$ cat config.mk
export PLATFORM = sky130hd
export DESIGN_NAME = unidad_secuenciador_pipeline
export DESIGN_NICKNAME = d
export VERILOG_FILES = /design/src/rtl/unidad_secuenciador_pipeline_pkg.sv /design/src/rtl/unidad_secuenciador_pipeline_riesgos.sv /design/src/rtl/unidad_secuenciador_pipeline.sv
export SDC_FILE = /design/constraint.sdc
export NUM_CORES = 1
export LEC_CHECK = 0
export ABC_CLOCK_PERIOD_IN_PS = 4980
export BUFFER_PORTS_ARGS = -buffer_cell sky130_fd_sc_hd__buf_4
export CAP_MARGIN = 30
export CORE_ASPECT_RATIO = 1.4
export CORE_MARGIN = 3
export CORE_UTILIZATION = 53
export CTS_CLUSTER_SIZE = 12
export DETAILED_ROUTE_END_ITERATION = 10
export PLACE_DENSITY = 0.89
export SLEW_MARGIN = 25
export SYNTH_ARGS = -nofsm -noshare
export SYNTH_HDL_FRONTEND = slang
export SYNTH_SLANG_ARGS = --single-unit
$ cat constraint.sdc
create_clock -name i_clk -period 4.98 [get_ports i_clk]
set_input_delay 0.249 -clock i_clk [delete_from_list [all_inputs] [get_ports i_clk]]
set_output_delay 0.249 -clock i_clk [all_outputs]
set_load 0.1 [all_outputs]
$ cat src/rtl/unidad_secuenciador_pipeline_pkg.sv
// Shared types and constants for the pipeline sequencer.
package unidad_secuenciador_pipeline_pkg;

  typedef enum logic [2:0] {
    ST_IDLE   = 3'd0,
    ST_RUN    = 3'd1,
    ST_STEP   = 3'd2,
    ST_DRAIN  = 3'd3,
    ST_HALTED = 3'd4
  } estado_e;

  // Stages behind IF/ID that must retire after a HALT is accepted.
  localparam int DRAIN_CYCLES = 3;
  localparam int DRAIN_W      = 2;
  localparam int REG_CERO     = 0;

endpackage

$ cat src/rtl/unidad_secuenciador_pipeline_riesgos.sv
// Combinational load-use hazard comparator.
module unidad_deteccion_riesgos
  import unidad_secuenciador_pipeline_pkg::*;
#(
  parameter int REGS = 5
) (
  input  logic            i_ID_EX_MemRead,
  input  logic [REGS-1:0] i_ID_EX_Rt,
  input  logic [REGS-1:0] i_IF_ID_Rs,
  input  logic [REGS-1:0] i_IF_ID_Rt,
  output logic            o_stall
);

  logic rt_no_cero;
  logic coincide;

  // Register 0 is hardwired; a load into it never creates a dependency.
  assign rt_no_cero = (i_ID_EX_Rt != REGS'(REG_CERO));
  assign coincide   = (i_ID_EX_Rt == i_IF_ID_Rs) || (i_ID_EX_Rt == i_IF_ID_Rt);
  assign o_stall    = i_ID_EX_MemRead & rt_no_cero & coincide;

endmodule

$ cat src/rtl/unidad_secuenciador_pipeline.sv
// Central sequencer: execution modes, hazard stalls, branch flushes, halt drain.
module unidad_secuenciador_pipeline
  import unidad_secuenciador_pipeline_pkg::*;
#(
  parameter int NBITS = 32,
  parameter int REGS  = 5
) (
  input  logic             i_clk,
  input  logic             i_reset,
  input  logic             i_run,
  input  logic             i_modo_step,
  input  logic             i_step,
  input  logic             i_halt,
  input  logic             i_ID_EX_MemRead,
  input  logic [REGS-1:0]  i_ID_EX_Rt,
  input  logic [REGS-1:0]  i_IF_ID_Rs,
  input  logic [REGS-1:0]  i_IF_ID_Rt,
  input  logic             i_EX_MEM_Branch,
  input  logic             i_EX_MEM_Cero,
  output logic             o_PC_enable,
  output logic             o_IF_ID_enable,
  output logic             o_IF_ID_flush,
  output logic             o_ID_EX_flush,
  output logic             o_EX_MEM_flush,
  output logic             o_etapas_enable,
  output logic [2:0]       o_estado,
  output logic             o_halted,
  output logic [NBITS-1:0] o_ciclos
);

  estado_e             estado_q, estado_d;
  logic                modo_q, modo_d;
  logic                step_q;
  logic [DRAIN_W-1:0]  drain_q, drain_d;
  logic [NBITS-1:0]    ciclos_q;

  logic step_rise;
  logic advance;
  logic stall_raw;
  logic branch_taken;
  logic stall;
  logic halt_acc;

  unidad_deteccion_riesgos #(
    .REGS(REGS)
  ) u_riesgos (
    .i_ID_EX_MemRead (i_ID_EX_MemRead),
    .i_ID_EX_Rt      (i_ID_EX_Rt),
    .i_IF_ID_Rs      (i_IF_ID_Rs),
    .i_IF_ID_Rt      (i_IF_ID_Rt),
    .o_stall         (stall_raw)
  );

  assign step_rise = i_step & ~step_q;

  always_comb begin
    advance = 1'b0;
    case (estado_q)
      ST_RUN:   advance = 1'b1;
      ST_STEP:  advance = step_rise;
      ST_DRAIN: advance = modo_q ? step_rise : 1'b1;
      default:  advance = 1'b0;
    endcase
  end

  // A taken branch outranks everything: the halt/stall seen now are wrong-path.
  assign branch_taken = advance & i_EX_MEM_Branch & i_EX_MEM_Cero;
  assign stall        = advance & stall_raw & ~branch_taken;
  assign halt_acc     = advance & i_halt & ~branch_taken & ~stall &
                        ((estado_q == ST_RUN) || (estado_q == ST_STEP));

  always_ff @(posedge i_clk or posedge i_reset) begin
    if (i_reset) begin
      estado_q <= ST_IDLE;
      modo_q   <= 1'b0;
      step_q   <= 1'b0;
      drain_q  <= '0;
      ciclos_q <= '0;
    end else begin
      estado_q <= estado_d;
      modo_q   <= modo_d;
      step_q   <= i_step;
      drain_q  <= drain_d;
      if (advance && !(&ciclos_q)) begin
        ciclos_q <= ciclos_q + NBITS'(1);
      end
    end
  end

  always_comb begin
    estado_d = estado_q;
    modo_d   = modo_q;
    drain_d  = drain_q;
    case (estado_q)
      ST_IDLE: begin
        if (i_run) begin
          modo_d   = i_modo_step;
          estado_d = i_modo_step ? ST_STEP : ST_RUN;
        end
      end
      ST_RUN, ST_STEP: begin
        if (halt_acc) begin
          estado_d = ST_DRAIN;
          drain_d  = DRAIN_W'(DRAIN_CYCLES);
        end
      end
      ST_DRAIN: begin
        if (advance) begin
          drain_d = drain_q - DRAIN_W'(1);
          if (drain_d == '0) begin
            estado_d = ST_HALTED;
          end
        end
      end
      ST_HALTED: estado_d = ST_HALTED;
      default:   estado_d = ST_IDLE;
    endcase
  end

  always_comb begin
    o_PC_enable     = 1'b0;
    o_IF_ID_enable  = 1'b0;
    o_IF_ID_flush   = 1'b0;
    o_ID_EX_flush   = 1'b0;
    o_EX_MEM_flush  = 1'b0;
    o_etapas_enable = 1'b0;
    if (advance) begin
      if (estado_q == ST_DRAIN) begin
        o_IF_ID_enable  = 1'b1;
        o_IF_ID_flush   = 1'b1;
        o_etapas_enable = 1'b1;
      end else if (branch_taken) begin
        o_PC_enable     = 1'b1;
        o_IF_ID_enable  = 1'b1;
        o_etapas_enable = 1'b1;
        o_IF_ID_flush   = 1'b1;
        o_ID_EX_flush   = 1'b1;
        o_EX_MEM_flush  = 1'b1;
      end else if (stall) begin
        o_ID_EX_flush   = 1'b1;
        o_etapas_enable = 1'b1;
      end else if (halt_acc) begin
        o_IF_ID_enable  = 1'b1;
        o_IF_ID_flush   = 1'b1;
        o_etapas_enable = 1'b1;
      end else begin
        o_PC_enable     = 1'b1;
        o_IF_ID_enable  = 1'b1;
        o_etapas_enable = 1'b1;
      end
    end
  end

  assign o_estado = estado_q;
  assign o_halted = (estado_q == ST_HALTED);
  assign o_ciclos = ciclos_q;

endmodule

### Yosys cells after proc, flatten, opt, wreduce, memory -nomap -nowiden

Cells that the tools add are included.

* bits in registers: 39
* bits of input ports: 24
* output and inout port bits: 42
* logic and storage cells: 77

* $add $sub $neg: 2
* eq/ne operators: 10
* multiplexer cells: 33
* bitwise logic cells: 14
* reductions and logical operators: 13

Operators by type and width (number)
* 32-bit by 1-bit adder with 32-bit output, second input constant: 1
* 32-bit AND reduction: 1
* 1-bit two-way mux: 23
* 3-bit two-way mux: 4
* 3-bit case mux with 4 select lines: 1
* 1-bit AND: 11
* 5-bit equality test: 2
* 2-bit != test, second input constant: 4
* 3-bit by 2-bit equality test with 1-bit output, second input constant: 2
* 2-bit two-way mux: 3
* 5-bit nonzero test: 1
* 2-bit case mux with 2 select lines: 1
* 4-bit AND reduction: 1
* 3-bit by 1-bit equality test with 1-bit output, second input constant: 1
* 3-bit equality test, second input constant: 1
* 3-bit logical NOT: 1
* 1-bit inverter: 3
* 1-bit case mux with 3 select lines: 1
* 3-bit AND reduction: 1
* 2-bit logical NOT: 1
* 1-bit logical OR: 2
* 2-bit AND reduction: 1
* 2-bit nonzero test: 1
* 2-bit OR reduction: 1
* 3 further kinds: 3

### Depth between registers and ports, before layout

Gate-level depths: netlist of the first run.

* word-level depth: 16
* mapped depth: 9
* gate-level depth less buffers: 6

### Cells and area by module

Synthesis of the first run repeated with hierarchy kept, for this count alone.

* cell total of the unflattened synthesis: 224
* area total of the unflattened synthesis: 2173.3 µm²

Modules (own cells, without submodules)
* unidad_secuenciador_pipeline: times used 1, cells an instance 207, area an instance 2048.2 µm², sequential area each 975.9 µm²
* unidad_deteccion_riesgos: times used 1, cells an instance 17, area an instance 125.1 µm², sequential area each 0.0 µm²

### Least setup slack after synthesis of the first run

No wires, ideal clock.

* path type: register to output
* start point: register estado_q[0], in the netlist o_estado[0]
* end point: output o_ID_EX_flush
* arrival time: 3833 ps
* required time: 4731 ps
* path slack: 898 ps
* cell stages (with the launch flop): 9
* path buffers: 3
* path through: dfrtp_1 -> buf_4 -> a21bo_2 -> a21o_1 -> buf_2 -> inv_1 -> buf_4 -> nand3_1 -> a21oi_1

* cells in the longest elaborated chain, start to end: 10
* elaborated cells on any way between the ends: 13
* those cells by class: eq/ne (3); mux (5); bitwise (5)

Ends and longest elaborated chain
* start: declaration: line unidad_secuenciador_pipeline.sv:31 `estado_e estado_q, estado_d;`
* start signal: assignment: line unidad_secuenciador_pipeline.sv:80 `estado_q <= estado_d;`
* 3-bit by 2-bit equality test with 1-bit output, or another cell as far along: line unidad_secuenciador_pipeline.sv:58, unidad_secuenciador_pipeline.sv:128
* 1-bit case mux with 3 select lines: line unidad_secuenciador_pipeline.sv:58 `case (estado_q)`
* 1-bit AND (2 in a row): line unidad_secuenciador_pipeline.sv:67 `assign branch_taken = advance & i_EX_MEM_Branch & i_EX_MEM_Cero;`
* 1-bit inverter: line unidad_secuenciador_pipeline.sv:68 `assign stall = advance & stall_raw & ~branch_taken;`
* 1-bit AND: line unidad_secuenciador_pipeline.sv:68
* 1-bit two-way mux: line unidad_secuenciador_pipeline.sv:139 `end else if (stall) begin`
* 1-bit two-way mux: line unidad_secuenciador_pipeline.sv:132 `end else if (branch_taken) begin`
* 1-bit two-way mux: line unidad_secuenciador_pipeline.sv:128 `if (estado_q == ST_DRAIN) begin`
* 1-bit two-way mux (*): line unidad_secuenciador_pipeline.sv:127 `if (advance) begin`
* end: declaration: line unidad_secuenciador_pipeline.sv:23 `output logic o_ID_EX_flush,`

Mark *: on every way between the ends. The rest lies on a longest branch, timed or not.

### Final worst setup path of the first run

Ends and elaborated chain as after synthesis.

==> results.sh, run 1 <==
export IMPL_grt_ovfl_total=0
export IMPL_critical_path_max_fanout=11
export IMPL_die_x_um=60.9
export IMPL_drc=0
export IMPL_drtPass1Iterations=4
export IMPL_final_area_um2=2870
export IMPL_p_leak_uw=0.00135
export IMPL_grt_pass1_wl_um=8400
export IMPL_crit_start="o_estado[0]$_DFFE_PP0P_"
export IMPL_report_final_slew_viol_count=0
export IMPL_fin_crit_sh_pct=53.3
export IMPL_worstRegToRegCells=6
export IMPL_synth_edff_count=0
export IMPL_drive_above_1_share_pct=31.4
export IMPL_finClkSkew_ns=0.00719
export IMPL_io_buffer_count=65
export IMPL_muxShareOfSynthArea_pct=1.96
export IMPL_synthToLayoutAreaGrowth_pct=28.4
export IMPL_numCtsBuffers=5
export IMPL_core_area_um2=3990
export IMPL_drv_cap=0
export IMPL_grt_use_met3_pct=6.22
export IMPL_syn_area_per_cell_um2=10.4
export IMPL_place_hpwl_um=3720
export IMPL_crit_end="o_ID_EX_flush"
export IMPL_layout_commonest_cell="buf_4"
export IMPL_grt_util_met2_pct=36.0
export IMPL_start_util_pct=56.1
export IMPL_critPathBufInv=2
export IMPL_grt_use_total_pct=21.6
export IMPL_placed_cell_area_um2=2740
export IMPL_cts_sinks=39
export IMPL_ys_types=48
export IMPL_post_route_util_pct=72.0
export IMPL_peakVddDrop_uv=636
export IMPL_routedWlPerCell_um=15.5
export IMPL_synthSimpleGateAreaFrac_pct=23.7
export IMPL_worstPathArrival_ns=2.41
export IMPL_diodes=0
export IMPL_htreeDepth=2
export IMPL_grtUsageMet1_pct=25.8
export IMPL_grt_max_degree=40
export IMPL_layout_nets=308
export IMPL_cts_setup_buffers=0
export IMPL_fin_ws_ns=2.32
export IMPL_ant_nets=0
export IMPL_ys_ff_latch=39
export IMPL_min_path_type="in2reg"
export IMPL_multiInputGateArea_um2=1180
export IMPL_start_kind="flip-flop"
export IMPL_slew_headroom_pct=60.4
export IMPL_r2r_end="o_estado[0]$_DFFE_PP0P_"
export IMPL_final_cell_mix="buf_4, dfrtp_1, xnor2_1"
export IMPL_cts_tree="built"
export IMPL_period_needed_ns=2.66
export IMPL_cp_required_ns=4.73
export IMPL_cts_clk_slew_worst_paths_ns=0.07
export IMPL_synthAdderAreaFrac_pct=1.12
export IMPL_yosys_area_top_type_share_pct=43.6
export IMPL_gp_congestion=0.809
export IMPL_final_hold_viol_count=0
export IMPL_netlist_area_um2=2240
export IMPL_setup_viol=0
export IMPL_clk_latency_ns=0.29
export IMPL_die_area_um2=5050
export IMPL_max_stage_delay_ns=0.56
export IMPL_min_path_cells=1
export IMPL_timing_hold_ws_ns=0.0751
export IMPL_grt_pass1_vias=1863
export IMPL_async_flop_share_pct=100
export IMPL_syn_nets=241
export IMPL_crit_path_cell_trace="a21bo_2 -> a21o_1 -> inv_1 -> nand3_1 -> a21oi_1 -> buf_4"
export IMPL_synth_compound_area_share_pct=10.1
export IMPL_synth_top_area_cell="dfrtp_1"
export IMPL_status="completed"
export IMPL_ys_seq_area_share_pct=43.6
export IMPL_antenna_found_initial=0
export IMPL_tightest_slew_ns=0.590
export IMPL_holdBufCountCts=0
export IMPL_synthXorXnorAreaFrac_pct=16.0
export IMPL_die_h_um=82.9
export IMPL_path_delay_family="compound AO/OA/AOI/OAI gates"
export IMPL_slowest_stage="dfrtp_1"
export IMPL_wl_um=5040
export IMPL_io_pins=66
export IMPL_clockBufferDepth=2
export IMPL_yosysWarnings=0
export IMPL_fin_tns_setup_ns=0
export IMPL_seq_area_um2=976
export IMPL_worst_path_stages=6
export IMPL_rsz0062_at_grt="no"
export IMPL_cp_end_kind="primary output"
export IMPL_ff2ff_setup_slack_ns=2.72
export IMPL_root_buffer="clkbuf_8"
export IMPL_synth_area_leaders="dfrtp_1, xnor2_1, nand3_1, xor2_1, nand4_1"
export IMPL_drt_iter0_markers=74
export IMPL_crit_type="reg2out"
export IMPL_vias_per_cell=5.67
export IMPL_synth_top_family_by_area="simple AND/OR/NAND/NOR gates"
export IMPL_postCtsResizedCells=0
export IMPL_fmax_ghz=0.377
export IMPL_synthesis_instances=215
export IMPL_r2r_start="o_estado[1]$_DFFE_PP0P_"
export IMPL_num_vias=1849
export IMPL_rows=27
export IMPL_p_per_area_nw_per_um2=624
export IMPL_synth_ff_type="dfrtp_1"
export IMPL_fillers=297
export IMPL_place_worst_setup_slack_ns=2.70
export IMPL_gr_max_usage_layer="met2"
## per-stage QoR
step           power [µW]  cells
5_1_grt              1880    326
3_5_place_dp         1480    318
3_3_place_gp         1460    318
2_1_floorplan        1280    215
6_report             1790    326
4_1_cts              1800    326
## metal layers
layer	routed length [µm]	part of all wire [%]	vias up
met3	332	6.6	10
met1	1930	38	876
met5	0	0	-
met2	2690	53	56
li1	-	-	907
met4	91	1.8	0
## sequential cells by signal, summed over array words and instances, names as in the netlist
register	flops
o_ciclos	32
o_estado	3
drain_q	2
step_q	1
modo_q	1
## report_power, final
group / internal, µW / leakage (µW) / switching (µW)
clock: 200 / 0.0000654 / 108
combinational: 238 / 0.000786 / 775
sequential: 378 / 0.000498 / 91.1
## worst min path at each step
stage                start                to
floorplan           i_step  step_q$_DFF_PP0_
finish              i_step  step_q$_DFF_PP0_
detailed placement  i_step  step_q$_DFF_PP0_
CTS                 i_step  step_q$_DFF_PP0_
global placement    i_step  step_q$_DFF_PP0_
global route        i_step  step_q$_DFF_PP0_
## cell type report
| type | instances | share of cell area (%) |
|---|---|---|
| multi-input cells | 162 | 41.2 |
| clock inverters | 2 | 2.09 |
| flip-flops and latches | 39 | 34.0 |
| clock buffers | 6 | 2.53 |
| repair buffers | 66 | 17.3 |
| inverters | 8 | 1.05 |
| well taps | 43 | 1.87 |
## cells in the mapped netlist (all sizes together) (5+ instances only)
cell type and n:
nor2 12, nand3 24, nand2 11, and3 5, xor2 13, dfrtp 39, nor3 6, and4 6
nand4 10, xnor2 27, a21oi 6, buf 6, inv 8
## worst reg2reg max path, stage by stage (launching register included)
cell and delay, ns:
dfrtp_1 0.57, a21bo_2 0.20, a21o_1 0.40, inv_1 0.31
and3_1 0.28, o211a_1 0.13, o31a_1 0.27
## logic make-up (layout without fill, tap and decap cells)
group	count (synthesis)	in the layout
AND/OR/NAND/NOR	89	89
XOR/XNOR	40	40
flip-flops	39	39
AO/OA/AOI/OAI	27	27
buffers and inverters	14	82
multiplexers	4	4
adder cells (fa/ha/maj)	2	2
Power figures use the tool's default switching activity.
==> run 2, diff against run 1 <==
--- a/config.mk
+++ b/config.mk
@@ -5,15 +5,15 @@
 export SDC_FILE = /design/constraint.sdc
 export NUM_CORES = 1
 export LEC_CHECK = 0
-export ABC_CLOCK_PERIOD_IN_PS = 4980
+export ABC_CLOCK_PERIOD_IN_PS = 2600
 export BUFFER_PORTS_ARGS = -buffer_cell sky130_fd_sc_hd__buf_4
 export CAP_MARGIN = 30
 export CORE_ASPECT_RATIO = 1.4
 export CORE_MARGIN = 3
-export CORE_UTILIZATION = 53
+export CORE_UTILIZATION = 52
 export CTS_CLUSTER_SIZE = 12
 export DETAILED_ROUTE_END_ITERATION = 10
-export PLACE_DENSITY = 0.89
+export PLACE_DENSITY = 0.87
 export SLEW_MARGIN = 25
 export SYNTH_ARGS = -nofsm -noshare
 export SYNTH_HDL_FRONTEND = slang
==> constraint.sdc (replaced) <==
create_clock -name i_clk -period 2.6 [get_ports i_clk]
set_input_delay 0.13 -clock i_clk [delete_from_list [all_inputs] [get_ports i_clk]]
set_output_delay 0.13 -clock i_clk [all_outputs]
set_load 0.1 [all_outputs]
==> run 2 against run 1 <==
Net effect:
- via count is 0.65% higher
- die area up 1.8%
- clock-buffer cell count unchanged
- first-iteration DRC count is 11% lower
- non-clock buffer count up 2
- power grew 82%
- sequential power increased by 93%
- worst setup slack worse by 2.1 ns
- critical path type unchanged
==> results.sh, run 2 (synthesis gave the netlist of run 1 again) <==
export IMPL_status="completed"
export IMPL_crit_start="o_estado[1]$_DFFE_PP0P_"
export IMPL_grt_use_total_pct=20.7
export IMPL_min_delay_start="i_modo_step"
export IMPL_antenna_found_initial=0
export IMPL_critPathBufInv=2
export IMPL_place_hpwl_um=3610
export IMPL_io_buffer_count=65
export IMPL_die_h_um=83.6
export IMPL_fin_crit_sh_pct=93.1
export IMPL_rows=27
export IMPL_place_worst_setup_slack_ns=0.357
export IMPL_ant_nets=0
export IMPL_route_top_layer_used="met4"
export IMPL_met1_length_um=1900
export IMPL_drive_above_1_share_pct=34.7
export IMPL_io_pins=66
export IMPL_finalPower_uw=3250
export IMPL_clock_power_share_pct=12.0
export IMPL_diodes=0
export IMPL_p_sw_uw=1860
export IMPL_wl_met3_um=326
export IMPL_report_final_slew_viol_count=0
export IMPL_fmax_ghz=0.413
export IMPL_drv_cap=0
export IMPL_num_vias=1861
export IMPL_wl_um=4820
export IMPL_slowest_stage="dfrtp_4"
export IMPL_fillers=325
export IMPL_routedWlPerCell_um=14.7
export IMPL_setup_viol=0
export IMPL_cts_clk_slew_worst_paths_ns=0.07
export IMPL_peakVddDrop_uv=996
export IMPL_clockBufferDepth=2
export IMPL_p_sw_share_pct=57.2
export IMPL_final_hold_viol_count=0
export IMPL_cp_end_kind="primary output"
export IMPL_clk_latency_ns=0.29
export IMPL_fin_ws_ns=0.180
export IMPL_grt_max_degree=40
export IMPL_layout_commonest_cell="buf_4"
export IMPL_path_delay_family="compound AO/OA/AOI/OAI gates"
export IMPL_cts_sinks=39
export IMPL_drtPass1Iterations=4
export IMPL_grt_pass1_wl_um=8250
export IMPL_grt_pass1_vias=1883
export IMPL_drc=0
export IMPL_cts_setup_buffers=0
export IMPL_start_util_pct=55.2
export IMPL_crit_type="reg2out"
export IMPL_synthToLayoutAreaGrowth_pct=28.7
export IMPL_finClkSkew_ns=0.00970
export IMPL_final_area_um2=2880
export IMPL_layout_nets=310
export IMPL_r2r_start="o_estado[0]$_DFFE_PP0P_"
export IMPL_period_needed_ns=2.42
export IMPL_internal_power_uw=1390
export IMPL_dp_cells=318
export IMPL_dr_wl_met2_um=2520
export IMPL_seq_power_share_pct=27.8
export IMPL_largest_reg_flops=32
export IMPL_gp_congestion=0.808
export IMPL_placed_cell_area_um2=2770
export IMPL_crit_path_cell_trace="a21bo_2 -> a21o_1 -> inv_2 -> nand3_1 -> a21oi_2 -> buf_4"
export IMPL_p_per_area_nw_per_um2=1130
export IMPL_cp_required_ns=2.47
export IMPL_root_buffer="clkbuf_8"
export IMPL_final_cells=328
export IMPL_tightest_slew_ns=0.606
export IMPL_p_comb_share_pct=60.1
export IMPL_grt_ovfl_total=0
export IMPL_die_area_um2=5130
export IMPL_drt_iter0_markers=66
export IMPL_critical_path_max_fanout=12
export IMPL_final_cell_mix="buf_4, dfrtp_1, xnor2_1"
export IMPL_numCtsBuffers=5
export IMPL_p_leak_uw=0.00133
export IMPL_slew_headroom_pct=59.3
export IMPL_rsz0062_at_grt="no"
export IMPL_start_kind="flip-flop"
export IMPL_vias_per_cell=5.67
export IMPL_core_area_um2=4050
export IMPL_min_path_type="in2reg"
export IMPL_die_x_um=61.4
export IMPL_htreeDepth=2
export IMPL_cts_tree="built"
export IMPL_max_stage_delay_ns=0.55
export IMPL_worstPathArrival_ns=2.29
==> run 2: changes by cell type in the layout (fill, tap and decap cells not counted), sizes merged <==
cell,before,now
bufinv,2,0
clkinv,0,1
clkinvlp,0,1
dlygate4sd3,0,2
==> run 2: path summary, 6_finish.rpt <==
kind | to | slack, ns | cells after the start
max | o_ID_EX_flush | 0.18 | 6
min | modo_q$_DFFE_PP0P_ | 0.1 | 2
max reg2reg | o_estado[1]$_DFFE_PP0P_ | 0.49 | 6
min reg2reg | o_ciclos[10]$_DFFE_PP0P_ | 0.50 | 1
max in group asynchronous | o_ciclos[10]$_DFFE_PP0P_ | 1.71 | 4
min in group asynchronous | step_q$_DFF_PP0_ | 0.51 | 4
==> run 2: worst reg2reg max path: cells and delay by family, from the launching register on <==
family	cells	cell delay, ns
AOI/OAI and AO/OA	4	1.02
DFF	1	0.54
and+or+nand+nor	1	0.24
buffers and inverters	1	0.20
==> run 2: final cells by class <==
type	count	area, µm²	share of cell area [%]
multi-input combinational	162	1200	41.9
clock inverter	2	12.5	0.435
clock buffer	6	72.6	2.52
timing repair buffer	68	515	17.9
tap	43	53.8	1.87
inverter	8	30.0	1.04
sequential	39	987	34.3
==> run 2: routing by layer <==
layer | vias to the layer above | track usage [%]
met5 | - | 0
met4 | 0 | 6.37
met3 | 5 | 5.11
met2 | 54 | 35.6
met1 | 893 | 24.3
li1 | 909 | -
==> run 2: power groups by stage <==
stage	registers (µW)	clock network, µW	logic, µW
floorplan	1500	0	1030
global placement	908	0	1930
detailed placement	910	0	1950
CTS	902	404	1960
global route	932	430	2050
finish	904	391	1950
==> run 2: repair_timing <==
item / 4_1_cts / 5_1_grt
hold buffers: 2 / 0
endpoints found under the setup margin: 0 / 2
hold endpoints to repair: 40 / 0
resized for setup: 0 / 1
==> run 2: stage by stage <==
step	hold WS, ns	setup TNS [ns]	util [%]
3_5_place_dp	0.250	0	68.4
2_1_floorplan	0.161	-0.285	-
5_1_grt	0.102	0	71.0
6_report	0.0984	0	71.0
3_3_place_gp	0.257	0	68.4
4_1_cts	0.0907	0	71.0
